$ cat src/rtl/ysyx22040413_lsu_if.sv
// Request/response and data-memory signals of the LSU. The LSU takes the
// slave view; the EXU side and the memory together take the master view.
interface ysyx22040413_lsu_if;
  logic        req_valid;
  logic        req_ready;
  logic        req_wen;
  logic [63:0] req_addr;
  logic [63:0] req_wdata;
  logic [1:0]  req_size;
  logic        req_unsigned;
  logic        resp_valid;
  logic [63:0] resp_rdata;
  logic        resp_err;
  logic        mem_valid;
  logic        mem_ready;
  logic [63:0] mem_addr;
  logic        mem_wen;
  logic [63:0] mem_wdata;
  logic [7:0]  mem_wmask;
  logic        mem_rvalid;
  logic [63:0] mem_rdata;

  modport slave (
    input  req_valid, req_wen, req_addr, req_wdata, req_size, req_unsigned,
    input  mem_ready, mem_rvalid, mem_rdata,
    output req_ready, resp_valid, resp_rdata, resp_err,
    output mem_valid, mem_addr, mem_wen, mem_wdata, mem_wmask
  );

  modport master (
    output req_valid, req_wen, req_addr, req_wdata, req_size, req_unsigned,
    output mem_ready, mem_rvalid, mem_rdata,
    input  req_ready, resp_valid, resp_rdata, resp_err,
    input  mem_valid, mem_addr, mem_wen, mem_wdata, mem_wmask
  );
endinterface

$ cat src/rtl/ysyx22040413_lsu.sv
// Load/store unit: one multi-cycle access per request on a 64-bit memory port,
// with lane formatting for stores and alignment/extension for loads.
module ysyx22040413_lsu #(
  parameter int unsigned TIMEOUT = 255
) (
  input  logic                     clk,
  input  logic                     rst,
  ysyx22040413_lsu_if.slave        bus
);

  typedef enum logic [1:0] {IDLE, REQ, WAIT, RESP} state_t;

  localparam logic [15:0] TO_L = 16'(TIMEOUT);

  state_t      state, state_nxt;
  logic [15:0] cnt;
  logic [15:0] cnt_inc;
  logic        timeout;
  logic        accept;
  logic        misalign;
  logic [1:0]  size_q;
  logic        uns_q;
  logic [2:0]  off_q;
  logic [63:0] raw;
  logic [63:0] mem_addr_q;
  logic        mem_wen_q;
  logic [63:0] mem_wdata_q;
  logic [7:0]  mem_wmask_q;
  logic        resp_err_q;
  logic [63:0] resp_rdata_q;

  function automatic logic [7:0] lane_mask(input logic [1:0] size, input logic [2:0] off);
    logic [7:0] m;
    case (size)
      2'd0:    m = 8'h01;
      2'd1:    m = 8'h03;
      2'd2:    m = 8'h0F;
      default: m = 8'hFF;
    endcase
    return m << off;
  endfunction

  function automatic logic [63:0] load_ext(input logic [63:0] r, input logic [1:0] size,
                                           input logic uns);
    logic signed [63:0] ext;
    case (size)
      2'd0:    ext = uns ? {56'd0, r[7:0]}  : {{56{r[7]}},  r[7:0]};
      2'd1:    ext = uns ? {48'd0, r[15:0]} : {{48{r[15]}}, r[15:0]};
      2'd2:    ext = uns ? {32'd0, r[31:0]} : {{32{r[31]}}, r[31:0]};
      default: ext = r;
    endcase
    return ext;
  endfunction

  assign accept = bus.req_valid && (state == IDLE);

  always_comb begin
    misalign = 1'b0;
    case (bus.req_size)
      2'd1:    misalign = bus.req_addr[0];
      2'd2:    misalign = |bus.req_addr[1:0];
      2'd3:    misalign = |bus.req_addr[2:0];
      default: misalign = 1'b0;
    endcase
  end

  // >= rather than == so a WAIT entered after a REQ that already hit the limit still expires
  assign cnt_inc = cnt + 16'd1;
  assign timeout = (cnt_inc >= TO_L);
  assign raw     = bus.mem_rdata >> {off_q, 3'b000};

  // completion events take priority over the timeout
  always_comb begin
    state_nxt = state;
    case (state)
      IDLE: if (bus.req_valid) state_nxt = misalign ? RESP : REQ;
      REQ: begin
        if (bus.mem_ready)  state_nxt = mem_wen_q ? RESP : WAIT;
        else if (timeout)   state_nxt = RESP;
      end
      WAIT: if (bus.mem_rvalid || timeout) state_nxt = RESP;
      RESP: state_nxt = IDLE;
      default: state_nxt = IDLE;
    endcase
  end

  always_ff @(posedge clk) begin
    if (rst) state <= IDLE;
    else     state <= state_nxt;
  end

  always_ff @(posedge clk) begin
    if (rst || state_nxt == IDLE)        cnt <= 16'd0;
    else if (state == REQ || state == WAIT) cnt <= cnt_inc;
  end

  // ---- accept stage: latch request and pre-format the memory beat ----
  always_ff @(posedge clk) begin
    if (accept) begin
      size_q <= bus.req_size;
      uns_q  <= bus.req_unsigned;
      off_q  <= bus.req_addr[2:0];
    end
  end

  always_ff @(posedge clk) begin
    if (rst) begin
      mem_addr_q  <= 64'd0;
      mem_wen_q   <= 1'b0;
      mem_wdata_q <= 64'd0;
      mem_wmask_q <= 8'd0;
    end else if (accept) begin
      mem_addr_q  <= {bus.req_addr[63:3], 3'b000};
      mem_wen_q   <= bus.req_wen;
      mem_wdata_q <= bus.req_wdata << {bus.req_addr[2:0], 3'b000};
      mem_wmask_q <= bus.req_wen ? lane_mask(bus.req_size, bus.req_addr[2:0]) : 8'h00;
    end
  end

  // ---- response stage: result registered on entry to RESP ----
  always_ff @(posedge clk) begin
    if (rst) begin
      resp_err_q   <= 1'b0;
      resp_rdata_q <= 64'd0;
    end else begin
      case (state)
        IDLE: begin
          if (accept && misalign) begin
            resp_err_q   <= 1'b1;
            resp_rdata_q <= 64'd0;
          end
        end
        REQ: begin
          if (bus.mem_ready) begin
            if (mem_wen_q) begin
              resp_err_q   <= 1'b0;
              resp_rdata_q <= 64'd0;
            end
          end else if (timeout) begin
            resp_err_q   <= 1'b1;
            resp_rdata_q <= 64'd0;
          end
        end
        WAIT: begin
          if (bus.mem_rvalid) begin
            resp_err_q   <= 1'b0;
            resp_rdata_q <= load_ext(raw, size_q, uns_q);
          end else if (timeout) begin
            resp_err_q   <= 1'b1;
            resp_rdata_q <= 64'd0;
          end
        end
        default: ;
      endcase
    end
  end

  assign bus.req_ready  = (state == IDLE);
  assign bus.resp_valid = (state == RESP);
  assign bus.resp_err   = resp_err_q;
  assign bus.resp_rdata = resp_rdata_q;
  assign bus.mem_valid  = (state == REQ);
  assign bus.mem_addr   = mem_addr_q;
  assign bus.mem_wen    = mem_wen_q;
  assign bus.mem_wdata  = mem_wdata_q;
  assign bus.mem_wmask  = mem_wmask_q;

endmodule

$ cat src/flat_wrapper.sv
// flat-port wrapper written by rule: the top's interface ports become plain ports
module ysyx22040413_lsu_flat 
#(
  parameter int unsigned TIMEOUT = 255
)
  (clk, rst, bus_req_valid, bus_req_wen, bus_req_addr, bus_req_wdata, bus_req_size, bus_req_unsigned, bus_mem_ready, bus_mem_rvalid, bus_mem_rdata, bus_req_ready, bus_resp_valid, bus_resp_rdata, bus_resp_err, bus_mem_valid, bus_mem_addr, bus_mem_wen, bus_mem_wdata, bus_mem_wmask);
  ysyx22040413_lsu_if bus_i ();
  input  logic clk;
  input  logic rst;
  input wire logic [$bits(bus_i.req_valid)-1:0] bus_req_valid;
  input wire logic [$bits(bus_i.req_wen)-1:0] bus_req_wen;
  input wire logic [$bits(bus_i.req_addr)-1:0] bus_req_addr;
  input wire logic [$bits(bus_i.req_wdata)-1:0] bus_req_wdata;
  input wire logic [$bits(bus_i.req_size)-1:0] bus_req_size;
  input wire logic [$bits(bus_i.req_unsigned)-1:0] bus_req_unsigned;
  input wire logic [$bits(bus_i.mem_ready)-1:0] bus_mem_ready;
  input wire logic [$bits(bus_i.mem_rvalid)-1:0] bus_mem_rvalid;
  input wire logic [$bits(bus_i.mem_rdata)-1:0] bus_mem_rdata;
  output wire logic [$bits(bus_i.req_ready)-1:0] bus_req_ready;
  output wire logic [$bits(bus_i.resp_valid)-1:0] bus_resp_valid;
  output wire logic [$bits(bus_i.resp_rdata)-1:0] bus_resp_rdata;
  output wire logic [$bits(bus_i.resp_err)-1:0] bus_resp_err;
  output wire logic [$bits(bus_i.mem_valid)-1:0] bus_mem_valid;
  output wire logic [$bits(bus_i.mem_addr)-1:0] bus_mem_addr;
  output wire logic [$bits(bus_i.mem_wen)-1:0] bus_mem_wen;
  output wire logic [$bits(bus_i.mem_wdata)-1:0] bus_mem_wdata;
  output wire logic [$bits(bus_i.mem_wmask)-1:0] bus_mem_wmask;
  assign bus_i.req_valid = bus_req_valid;
  assign bus_i.req_wen = bus_req_wen;
  assign bus_i.req_addr = bus_req_addr;
  assign bus_i.req_wdata = bus_req_wdata;
  assign bus_i.req_size = bus_req_size;
  assign bus_i.req_unsigned = bus_req_unsigned;
  assign bus_i.mem_ready = bus_mem_ready;
  assign bus_i.mem_rvalid = bus_mem_rvalid;
  assign bus_i.mem_rdata = bus_mem_rdata;
  assign bus_req_ready = bus_i.req_ready;
  assign bus_resp_valid = bus_i.resp_valid;
  assign bus_resp_rdata = bus_i.resp_rdata;
  assign bus_resp_err = bus_i.resp_err;
  assign bus_mem_valid = bus_i.mem_valid;
  assign bus_mem_addr = bus_i.mem_addr;
  assign bus_mem_wen = bus_i.mem_wen;
  assign bus_mem_wdata = bus_i.mem_wdata;
  assign bus_mem_wmask = bus_i.mem_wmask;
  ysyx22040413_lsu #(.TIMEOUT(TIMEOUT)) u_core (.clk(clk), .rst(rst), .bus(bus_i));
endmodule
$ cat config.mk
export PLATFORM = sky130hd
export DESIGN_NAME = ysyx22040413_lsu_flat
export DESIGN_NICKNAME = d
export VERILOG_FILES = /design/src/rtl/ysyx22040413_lsu_if.sv /design/src/rtl/ysyx22040413_lsu.sv /design/src/flat_wrapper.sv
export SDC_FILE = /design/constraint.sdc
export NUM_CORES = 1
export LEC_CHECK = 0
export BUFFER_PORTS_ARGS = -buffer_cell sky130_fd_sc_hd__buf_4
export CAP_MARGIN = 10
export CORE_AREA = 2 2 158 160
export CTS_CLUSTER_SIZE = 20
export DETAILED_ROUTE_END_ITERATION = 6
export DIE_AREA = 0 0 160 162
export HOLD_SLACK_MARGIN = 0.06
export PLACE_DENSITY_LB_ADDON = 0.15
export SYNTH_ARGS = -nofsm -noshare
export SYNTH_HDL_FRONTEND = slang
export SYNTH_SLANG_ARGS = --single-unit
$ cat constraint.sdc
create_clock -name clk -period 5.8 [get_ports clk]
set_input_delay 1.16 -clock clk [delete_from_list [all_inputs] [get_ports clk]]
set_output_delay 1.16 -clock clk [all_outputs]
set_load 0.005 [all_outputs]
==> results.txt, run 1 <==
----------------------------------------------------
[Floorplanning]
  Count of standard-cell rows ... 57
  Initial Util ... 0.484
  Width of the die ... between 150 and 200 µm
  Placeable core area ... 24100 µm²
  Ports placed on the boundary ... approximately 400
  Die Y ... 162 µm
  Area enclosed by the die boundary ... roughly 26000 µm²

[Finish]
  Post-route cell area ... between 15000 and 20000 µm²
  Commonest non-fill, non-tap cells in the layout ... sky130_fd_sc_hd__buf_4 (416), sky130_fd_sc_hd__dfxtp_1 (217), sky130_fd_sc_hd__nand2_1 (204)
  Diode count ... 0
  Count of filler cells inserted in the layout ... approximately 2100
  Final cell count without fillers ... just over 2000
  Leading cell type in the layout, fill and taps excluded ... sky130_fd_sc_hd__buf_4
  Share of layout cells above drive strength 1 ... 0.297
  Area overhead of the layout relative to synthesis ... 33.0%
  Nets ... slightly below 2000

[Worst setup path]
  Startpoint class of the critical path ... primary input
  Peak per-stage delay on the critical path ... around 0.85 ns
  Type of destination of the critical path ... flip-flop
  Worst Setup Path Type ... in -> reg
  RR Endpoint ... u_core.bus.resp_rdata[58]
  Maximum fanout along the worst path ... 35
  Worst reg2reg path depth ... 7
  Required time worst endpoint ... approximately 6.2 ns
  Register-to-register setup slack ... between 2 and 3 ns
  Top cell by count, worst path ... sky130_fd_sc_hd__buf_4
  Reg2Reg Launch Point ... u_core.off_q[0]
  Chain of cells forming the critical path ... buf_4 -> nor2b_1 -> a2111oi_0 -> a2111o_1 -> o2111a_1 -> nor2_2 -> buf_4 -> a22o_1
  Arrival time at the worst endpoint ... 3.66 ns
  Cell with the biggest individual delay on the critical path ... sky130_fd_sc_hd__a2111o_1

[GRT]
  Leftover overflow at the end of global routing ... 0
  Global-route wire length before repair ... slightly above 60000 µm
  Vias in the first global route ... 11000
  Initial antenna violation count ... 0
  Pin count of the biggest net entering global routing ... 92
  Overall Global Routing Usage ... 0.295

[Detailed routing]
  Number of detailed-routing iterations run before antenna repair ... 6
  Detailed-route via count ... 11800
  Vias per cell ... between 5 and 6
  Antenna violation net count after detailed routing ... 0
  # DRC ... 0
  Wirelength, routed ... between 40000 and 50000 µm
  Final routed wire length divided by cell count ... about 20 µm
  Iter 0 DRT Violations ... 863

[Placement]
  DPL Wire Length ... 29700 µm
  Cell area after placement ... 14700 µm²
  IO buf count ... between 400 and 500
  Weighted congestion reported at the end of routability-driven placement ... 0.927
  Placed Cells incl. Taps ... 2015

[STA]
  Setup repair after global routing missed its margin ... no
  Final worst hold slack ... around 0.45 ns
  Post-route minimum period ... between 3 and 4 ns
  Final period utilization ... 0.561
  Slew at the pin closest to its max-slew limit ... approximately 1.0 ns
  Hold Violations, Final ... 0
  Setup violators final ... 0
  Achievable clock frequency ... approximately 0.31 GHz
  Setup TNS ... 0 ns
  Number of max-slew violations in the final report ... 0
  Max transition margin ... 0.313
  Max Clock Skew ... 0.0100 ns

[CTS]
  Resized cells post-CTS ... 0
  Clock root buffer ... sky130_fd_sc_hd__clkbuf_16
  Number of sinks handled by clock tree synthesis ... between 200 and 250
  Post-CTS Hold Fix Bufs ... 0
  Worst-skew pair later-pin latency ... 0.52 ns
  Number of buffers inserted to repair setup after CTS ... 0
  Clock H-tree levels ... 1
  Number of buffers between clock root and the deepest sink ... 3
  Clock slew seen by the registers of the worst setup and hold paths ... roughly 0.060 ns
  Number of clock buffers inserted by TritonCTS ... 25
  CTS tree ... yes

[Synthesis]
  Proportion of synthesized area in mux cells ... 0.137
  Yosys warnings ... 0
  Proportion of synthesized flip-flops having asynchronous set or reset ... 0
  Part of the Yosys area used for sequential elements ... 0.387
  Flip-flop and latch count after synthesis ... 223
  Cell taking the most area after synthesis ... sky130_fd_sc_hd__dfxtp_1
  Synth Area in Simple Gates ... 0.175
  Area fraction of the dominant cell type after synthesis ... 0.372
  Number of synthesized flops with an enable pin ... 6
  Largest cells by area after synthesis ... sky130_fd_sc_hd__dfxtp_1 (37%), sky130_fd_sc_hd__mux2i_1 (8.1%), sky130_fd_sc_hd__nand2_1 (6.6%), sky130_fd_sc_hd__a21oi_1 (4.9%), sky130_fd_sc_hd__nor2_1 (4.1%)
  Top_reg_cell synth ... sky130_fd_sc_hd__dfxtp_1
  Main combinational cell family by area after synthesis ... compound AO/OA/AOI/OAI gates
  Area of the mapped netlist ... 11700 µm²
  Adder and majority gate portion of the synthesized area ... 0.00643
  Compound-cell area share of the yosys netlist ... 0.232
  Gate count after technology mapping ... roughly 1400
  Mean Syn Cell Area ... about 8.3 µm²
  XOR/XNOR share of the synthesized area ... 0.0135
  Count of unique library cells instantiated by Yosys ... between 50 and 60

[Power]
  Standby leakage power ... roughly 0.0067 µW
  Cell area power density ... between 300 and 400 nW/µm²
  VDD IR-drop max ... around 0.00028 V

[Worst hold path]
  Hold/Removal Path Class ... reg -> reg
  Cell count of the worst hold path ... 2
  Sink of the worst hold path ... u_core.bus.mem_addr[37]
  Worst Min Path Start ... u_core.bus.mem_addr[37]

[Status]
  Status ... finished clean

[Run]
  # Max-Cap Violations ... 0

----------------------------------------------------
-- how the worst max path moves through the flow --
stage | start | to | slack, ns
finish | bus_mem_rdata[7] | u_core.bus.resp_rdata[58] | 2.55
global route | bus_mem_rdata[7] | u_core.bus.resp_rdata[31] | 2.23
CTS | bus_mem_rdata[7] | u_core.bus.resp_rdata[58] | 2.62
detailed placement | bus_mem_rdata[7] | u_core.bus.resp_rdata[62] | 2.08
global placement | bus_mem_rdata[7] | u_core.bus.resp_rdata[62] | 2.13
floorplan | bus_mem_rdata[7] | u_core.bus.resp_rdata[40] | 2.99
-- critical path: cells and delay by family --
kind / cells / cell delay, ns
and+or+nand+nor: 2 / 0.15
AOI/OAI and AO/OA: 4 / 1.96
buffers and inverters: 2 / 0.35
-- logic make-up after synthesis --
kind of cell	count (synthesis)
buf+inv	139
xor+xnor	18
simple gates	460
flops	223
fa+ha+maj	6
other cells	1
compound gates	411
mux	144
-- flip-flops by register name (all words and copies together) (netlist names) --
name                   cells
u_core.uns_q               1
u_core.bus.resp_rdata     64
u_core.cnt                16
u_core.bus.mem_wmask       8
u_core.state               2
u_core.bus.mem_wen         1
u_core.size_q              2
u_core.bus.mem_wdata      64
u_core.bus.mem_addr       61
u_core.bus.resp_err        1
u_core.off_q               3
-- report_power, final --
| part | total, µW | internal [µW] | switching [µW] |
|---|---|---|---|
| clock | 1610 | 979 | 636 |
| sequential | 1850 | 1730 | 125 |
| combinational | 1710 | 713 | 995 |
-- per-layer routing --
metal	track usage	part of all wire	vias to the layer above
li1	-	-	5697
met3	0.0802	0.094	82
met1	0.367	0.39	5474
met4	0.108	0.037	0
met5	0	0	-
met2	0.494	0.47	520
-- stage by stage --
step / util / setup WS [ns] / power (µW)
finish: 0.644 / 2.55 / 5180
floorplan: - / 2.99 / 2900
global placement: 0.610 / 2.13 / 3540
CTS: 0.644 / 2.62 / 5190
global route: 0.644 / 2.23 / 5430
detailed placement: 0.610 / 2.08 / 3570
-- final cells by class --
type / instances / area, µm² / area share
timing repair buffer: 416 / 3120 / 0.201
tap: 324 / 405 / 0.0261
multi-input combinational: 1042 / 6610 / 0.425
inverter: 11 / 43.8 / 0.00282
clock inverter: 13 / 168 / 0.0108
sequential: 223 / 4520 / 0.291
clock buffer: 31 / 658 / 0.0424
-- Yosys cell counts (4+ instances only) --
library cell and number:
sky130_fd_sc_hd__o2bb2ai_1 21, sky130_fd_sc_hd__or2_2 4, sky130_fd_sc_hd__buf_2 8, sky130_fd_sc_hd__nor2b_1 18, sky130_fd_sc_hd__o221ai_1 9, sky130_fd_sc_hd__inv_1 11
sky130_fd_sc_hd__nor4_1 12, sky130_fd_sc_hd__o32a_1 9, sky130_fd_sc_hd__a211oi_1 44, sky130_fd_sc_hd__a21oi_1 115, sky130_fd_sc_hd__a21o_1 17, sky130_fd_sc_hd__nor3_1 14
sky130_fd_sc_hd__nand4_1 24, sky130_fd_sc_hd__edfxtp_1 6, sky130_fd_sc_hd__ha_1 6, sky130_fd_sc_hd__a22o_1 32, sky130_fd_sc_hd__and3_1 5, sky130_fd_sc_hd__mux2_2 40
sky130_fd_sc_hd__nand3_1 14, sky130_fd_sc_hd__mux2i_1 95, sky130_fd_sc_hd__xor2_1 10, sky130_fd_sc_hd__nor2_1 126, sky130_fd_sc_hd__o21ai_0 90, sky130_fd_sc_hd__nand2b_1 5
sky130_fd_sc_hd__xnor2_1 8, sky130_fd_sc_hd__and2_1 19, sky130_fd_sc_hd__clkbuf_1 100, sky130_fd_sc_hd__buf_1 14, sky130_fd_sc_hd__a31oi_1 18, sky130_fd_sc_hd__mux4_2 9
sky130_fd_sc_hd__nand2_1 205, sky130_fd_sc_hd__dfxtp_1 217, sky130_fd_sc_hd__a32oi_1 4, sky130_fd_sc_hd__a22oi_1 32
Note: power is estimated with default switching activity, not from simulation.
==> run 2: changes to the inputs <==
ABC_AREA = 1   (was not set)
CORE_AREA = not set   (was 2 2 158 160)
CORE_MARGIN = 2   (was not set)
CORE_UTILIZATION = 52   (was not set)
DIE_AREA = not set   (was 0 0 160 162)
clock period = 3.2 ns   (was 5.8 ns; I/O delays follow)
==> results.txt, run 2 <==
----------------------------------------------------
[Floorplanning]
  Area enclosed by the die boundary ... 26100 µm² (+0.51%)
  Width of the die ... 161 µm (+0.88%)
  Ports placed on the boundary ... 406 (unchanged)
  Die Y ... 161 µm (-0.36%)
  Count of standard-cell rows ... 57 (unchanged)
  Placeable core area ... 24300 µm² (+0.89%)
  Initial Util ... 0.530 (+0.0454)

[Finish]
  Register area ... 4520 µm² (unchanged)
  Share of layout cells above drive strength 1 ... 0.207 (-0.0896)
  Leading cell type in the layout, fill and taps excluded ... sky130_fd_sc_hd__nand2_1
  Count of filler cells inserted in the layout ... 2192 (+4.8%)
  Nets ... 2624 (+36%)
  Commonest non-fill, non-tap cells in the layout ... sky130_fd_sc_hd__nand2_1 (696), sky130_fd_sc_hd__buf_4 (437), sky130_fd_sc_hd__nor2_1 (241)
  Area overhead of the layout relative to synthesis ... 30.7%
  Area taken by multi-input logic gates ... 7270 µm² (+10%)

[Worst setup path]
  Maximum fanout along the worst path ... 16 (-54%)
  Arrival time at the worst endpoint ... 3.33 ns (-0.33 ns)
  Required time worst endpoint ... 3.66 ns (-2.55 ns)
  Type of destination of the critical path ... flip-flop
  Worst Setup Path Type ... reg -> reg
  Startpoint class of the critical path ... flip-flop

[Detailed routing]
  Iter 0 DRT Violations ... 1512 (+75%)
  Vias per cell ... 5.52 (-3.5%)
  Detailed-route via count ... 15200 (+29%)
  Final routed wire length divided by cell count ... 17.4 µm (-12%)
  Number of detailed-routing iterations run before antenna repair ... 6 (unchanged)
  Wirelength, routed ... 48000 µm (+18%)
  Antenna violation net count after detailed routing ... 0 (unchanged)
  # DRC ... 0 (unchanged)

[STA]
  Number of max-slew violations in the final report ... 0 (unchanged)
  Slew at the pin closest to its max-slew limit ... 1.17 ns (+0.138 ns)
  Hold Violations, Final ... 0 (unchanged)
  Max Clock Skew ... 0.0183 ns (+0.00831 ns)
  Setup TNS ... 0 ns (unchanged)
  Final period utilization ... 0.898
  Final worst hold slack ... 0.294 ns (-0.159 ns)
  Setup repair after global routing missed its margin ... no
  Post-route minimum period ... about 2.9 ns
  Setup violators final ... 0 (unchanged)
  Max transition margin ... 0.221 (-0.0920)
  Achievable clock frequency ... 0.348 GHz

[Placement]
  Weighted congestion reported at the end of routability-driven placement ... 0.982 (+5.9%)
  DPL Wire Length ... 35000 µm (+18%)
  IO buf count ... 402 (unchanged)

[Synthesis]
  Cell taking the most area after synthesis ... sky130_fd_sc_hd__dfxtp_1
  Proportion of synthesized flip-flops having asynchronous set or reset ... 0 (unchanged)
  Count of unique library cells instantiated by Yosys ... 44 (-25%)
  Number of synthesized flops with an enable pin ... 6 (unchanged)
  Commonest cells in the synthesized netlist ... sky130_fd_sc_hd__nand2_1 (698), sky130_fd_sc_hd__nor2_1 (244), sky130_fd_sc_hd__o21ai_0 (225), sky130_fd_sc_hd__dfxtp_1 (217), sky130_fd_sc_hd__a21oi_1 (143)
  Mean Syn Cell Area ... 6.12 µm² (-27%)
  Top_reg_cell synth ... sky130_fd_sc_hd__dfxtp_1
  Area fraction of the dominant cell type after synthesis ... 0.337 (-0.0349)
  Part of the Yosys area used for sequential elements ... 0.351 (-0.0363)
  Yosys warnings ... 0 (unchanged)
  Area of the mapped netlist ... 12900 µm² (+10%)
  Flip-flop and latch count after synthesis ... 223 (unchanged)
  Largest cells by area after synthesis ... sky130_fd_sc_hd__dfxtp_1 (34%), sky130_fd_sc_hd__nand2_1 (20%), sky130_fd_sc_hd__o21ai_0 (8.7%), sky130_fd_sc_hd__nor2_1 (7.1%), sky130_fd_sc_hd__a21oi_1 (5.6%)
  Gate count after technology mapping ... 2106 (+50%)
  Count leader, synth ... sky130_fd_sc_hd__nand2_1

[Worst hold path]
  Hold/Removal Path Class ... in -> reg

[CTS]
  Number of sinks handled by clock tree synthesis ... 223 (unchanged)
  CTS tree ... yes
  Resized cells post-CTS ... 0 (unchanged)
  Clock slew seen by the registers of the worst setup and hold paths ... 0.06 ns (about the same)
  Clock H-tree levels ... 1 (unchanged)
  Number of buffers between clock root and the deepest sink ... 3 (unchanged)
  Number of clock buffers inserted by TritonCTS ... 25 (unchanged)
  Clock root buffer ... sky130_fd_sc_hd__clkbuf_16
  Post-CTS Hold Fix Bufs ... 0 (unchanged)
  Number of buffers inserted to repair setup after CTS ... 0 (unchanged)
  Worst-skew pair later-pin latency ... 0.55 ns (+0.03 ns)

[Power]
  Standby leakage power ... 0.00787 µW (+18%)
  Sequential fraction of design power ... 0.322 (-0.036)
  Cell-internal power ... 6460 µW (+89%)
  Fraction of power consumed by the clock network ... 0.277 (-0.035)
  VDD IR-drop max ... 0.000545 V (+94%)
  Switching part of the total power ... 0.402 (+0.0623)
  Logic gate share of total power ... 0.402 (+0.072)
  Switching Power ... 4340 µW (+150%)
  Cell area power density ... 641 nW/µm² (+92%)

[GRT]
  Pin count of the biggest net entering global routing ... 105 (+14%)
  Leftover overflow at the end of global routing ... 0 (unchanged)
  Global-route wire length before repair ... 73800 µm (+20%)
  Initial antenna violation count ... 2 (+2)
  Vias in the first global route ... 14100 (+28%)
  Overall Global Routing Usage ... 0.351 (+0.0557)

[Status]
  Status ... finished clean

[Run]
  # Max-Cap Violations ... 0 (unchanged)

----------------------------------------------------
[run 2: cell count changes in the layout (fill, tap and decap cells not counted), moves of 40 or more]
cell / change
sky130_fd_sc_hd__nand2_1: +492
sky130_fd_sc_hd__o21ai_0: +135
sky130_fd_sc_hd__nand3_1: +125
sky130_fd_sc_hd__nor2_1: +116
sky130_fd_sc_hd__inv_1: +104
sky130_fd_sc_hd__mux2i_1: -78
sky130_fd_sc_hd__mux2_2: -40
[run 2: kinds of logic after synthesis]
| logic type | after synthesis | share of synthesized area |
|---|---|---|
| flip-flops | 223 | 0.351 |
| multiplexers | 17 | 0.0132 |
| adder cells (fa/ha/maj) | 6 | 0.00583 |
| AO/OA/AOI/OAI | 460 | 0.194 |
| buffers and inverters | 282 | 0.0881 |
| other | 1 | 0.000291 |
| AND/OR/NAND/NOR | 1115 | 0.346 |
| XOR/XNOR | 2 | 0.00136 |
[run 2: routing by layer]
layer,wire [µm],vias to the layer above,GRT usage,part of all wire
met2,22100,744,0.586,0.46
met4,3900,0,0.249,0.081
met1,17600,6840,0.399,0.37
met5,0,-,0,0
met3,4380,180,0.0747,0.091
li1,-,7469,-,-
[run 2: power by group through the flow]
stage,clock network [µW],registers (µW),logic (µW)
final,2990,3470,4340
after global routing,3110,3520,4770
after CTS,3020,3470,4280
after detailed placement,0,3520,4260
after global placement,0,3500,4230
after floorplan,0,3490,2640
[run 2: critical path: stages, from the launching register on]
cell	delay [ns]
sky130_fd_sc_hd__edfxtp_1	0.53
sky130_fd_sc_hd__buf_4	0.23
sky130_fd_sc_hd__nand2_1	0.06
sky130_fd_sc_hd__o21ai_0	0.10
sky130_fd_sc_hd__nand2_1	0.08
sky130_fd_sc_hd__o21ai_0	0.08
sky130_fd_sc_hd__buf_4	0.14
sky130_fd_sc_hd__o21ai_0	0.32
sky130_fd_sc_hd__nand2_1	0.36
sky130_fd_sc_hd__nand3_2	0.39
sky130_fd_sc_hd__nor2_1	0.07
sky130_fd_sc_hd__nor2_1	0.10
sky130_fd_sc_hd__nand2_1	0.07
sky130_fd_sc_hd__nand2_1	0.06
sky130_fd_sc_hd__nand2_1	0.04
sky130_fd_sc_hd__a21oi_1	0.16
[run 2: final cells by class]
type                    instances  area share
clock buffers                  33      0.0407
repair buffers                439       0.197
multi-input cells            1603       0.432
well taps                     324      0.0241
clock inverters                11     0.00951
inverters                     125      0.0279
flip-flops and latches        223       0.269
diodes                          3    0.000446
[run 2: final timing paths]
check / to / slack [ns] / start / depth (start not counted)
max: u_core.bus.resp_rdata[28] / 0.33 / u_core.off_q[0] / 15
min reg2reg: u_core.bus.mem_wdata[23] / 0.47 / u_core.bus.mem_wdata[23] / 2
max reg2reg: u_core.bus.resp_rdata[28] / 0.33 / u_core.off_q[0] / 15
min: u_core.uns_q / 0.29 / bus_req_unsigned / 1
[run 2: through the flow]
stage / util / instance area, µm² / setup WS (ns) / instances / power, µW
floorplan: - / 12900 / 0.976 / 2108 / 6130
global placement: 0.657 / 16000 / 0.393 / 2714 / 7730
detailed placement: 0.657 / 16000 / 0.361 / 2714 / 7780
CTS: 0.692 / 16800 / 0.337 / 2758 / 10800
global route: 0.692 / 16800 / 0.0408 / 2760 / 11400
finish: 0.692 / 16800 / 0.328 / 2761 / 10800
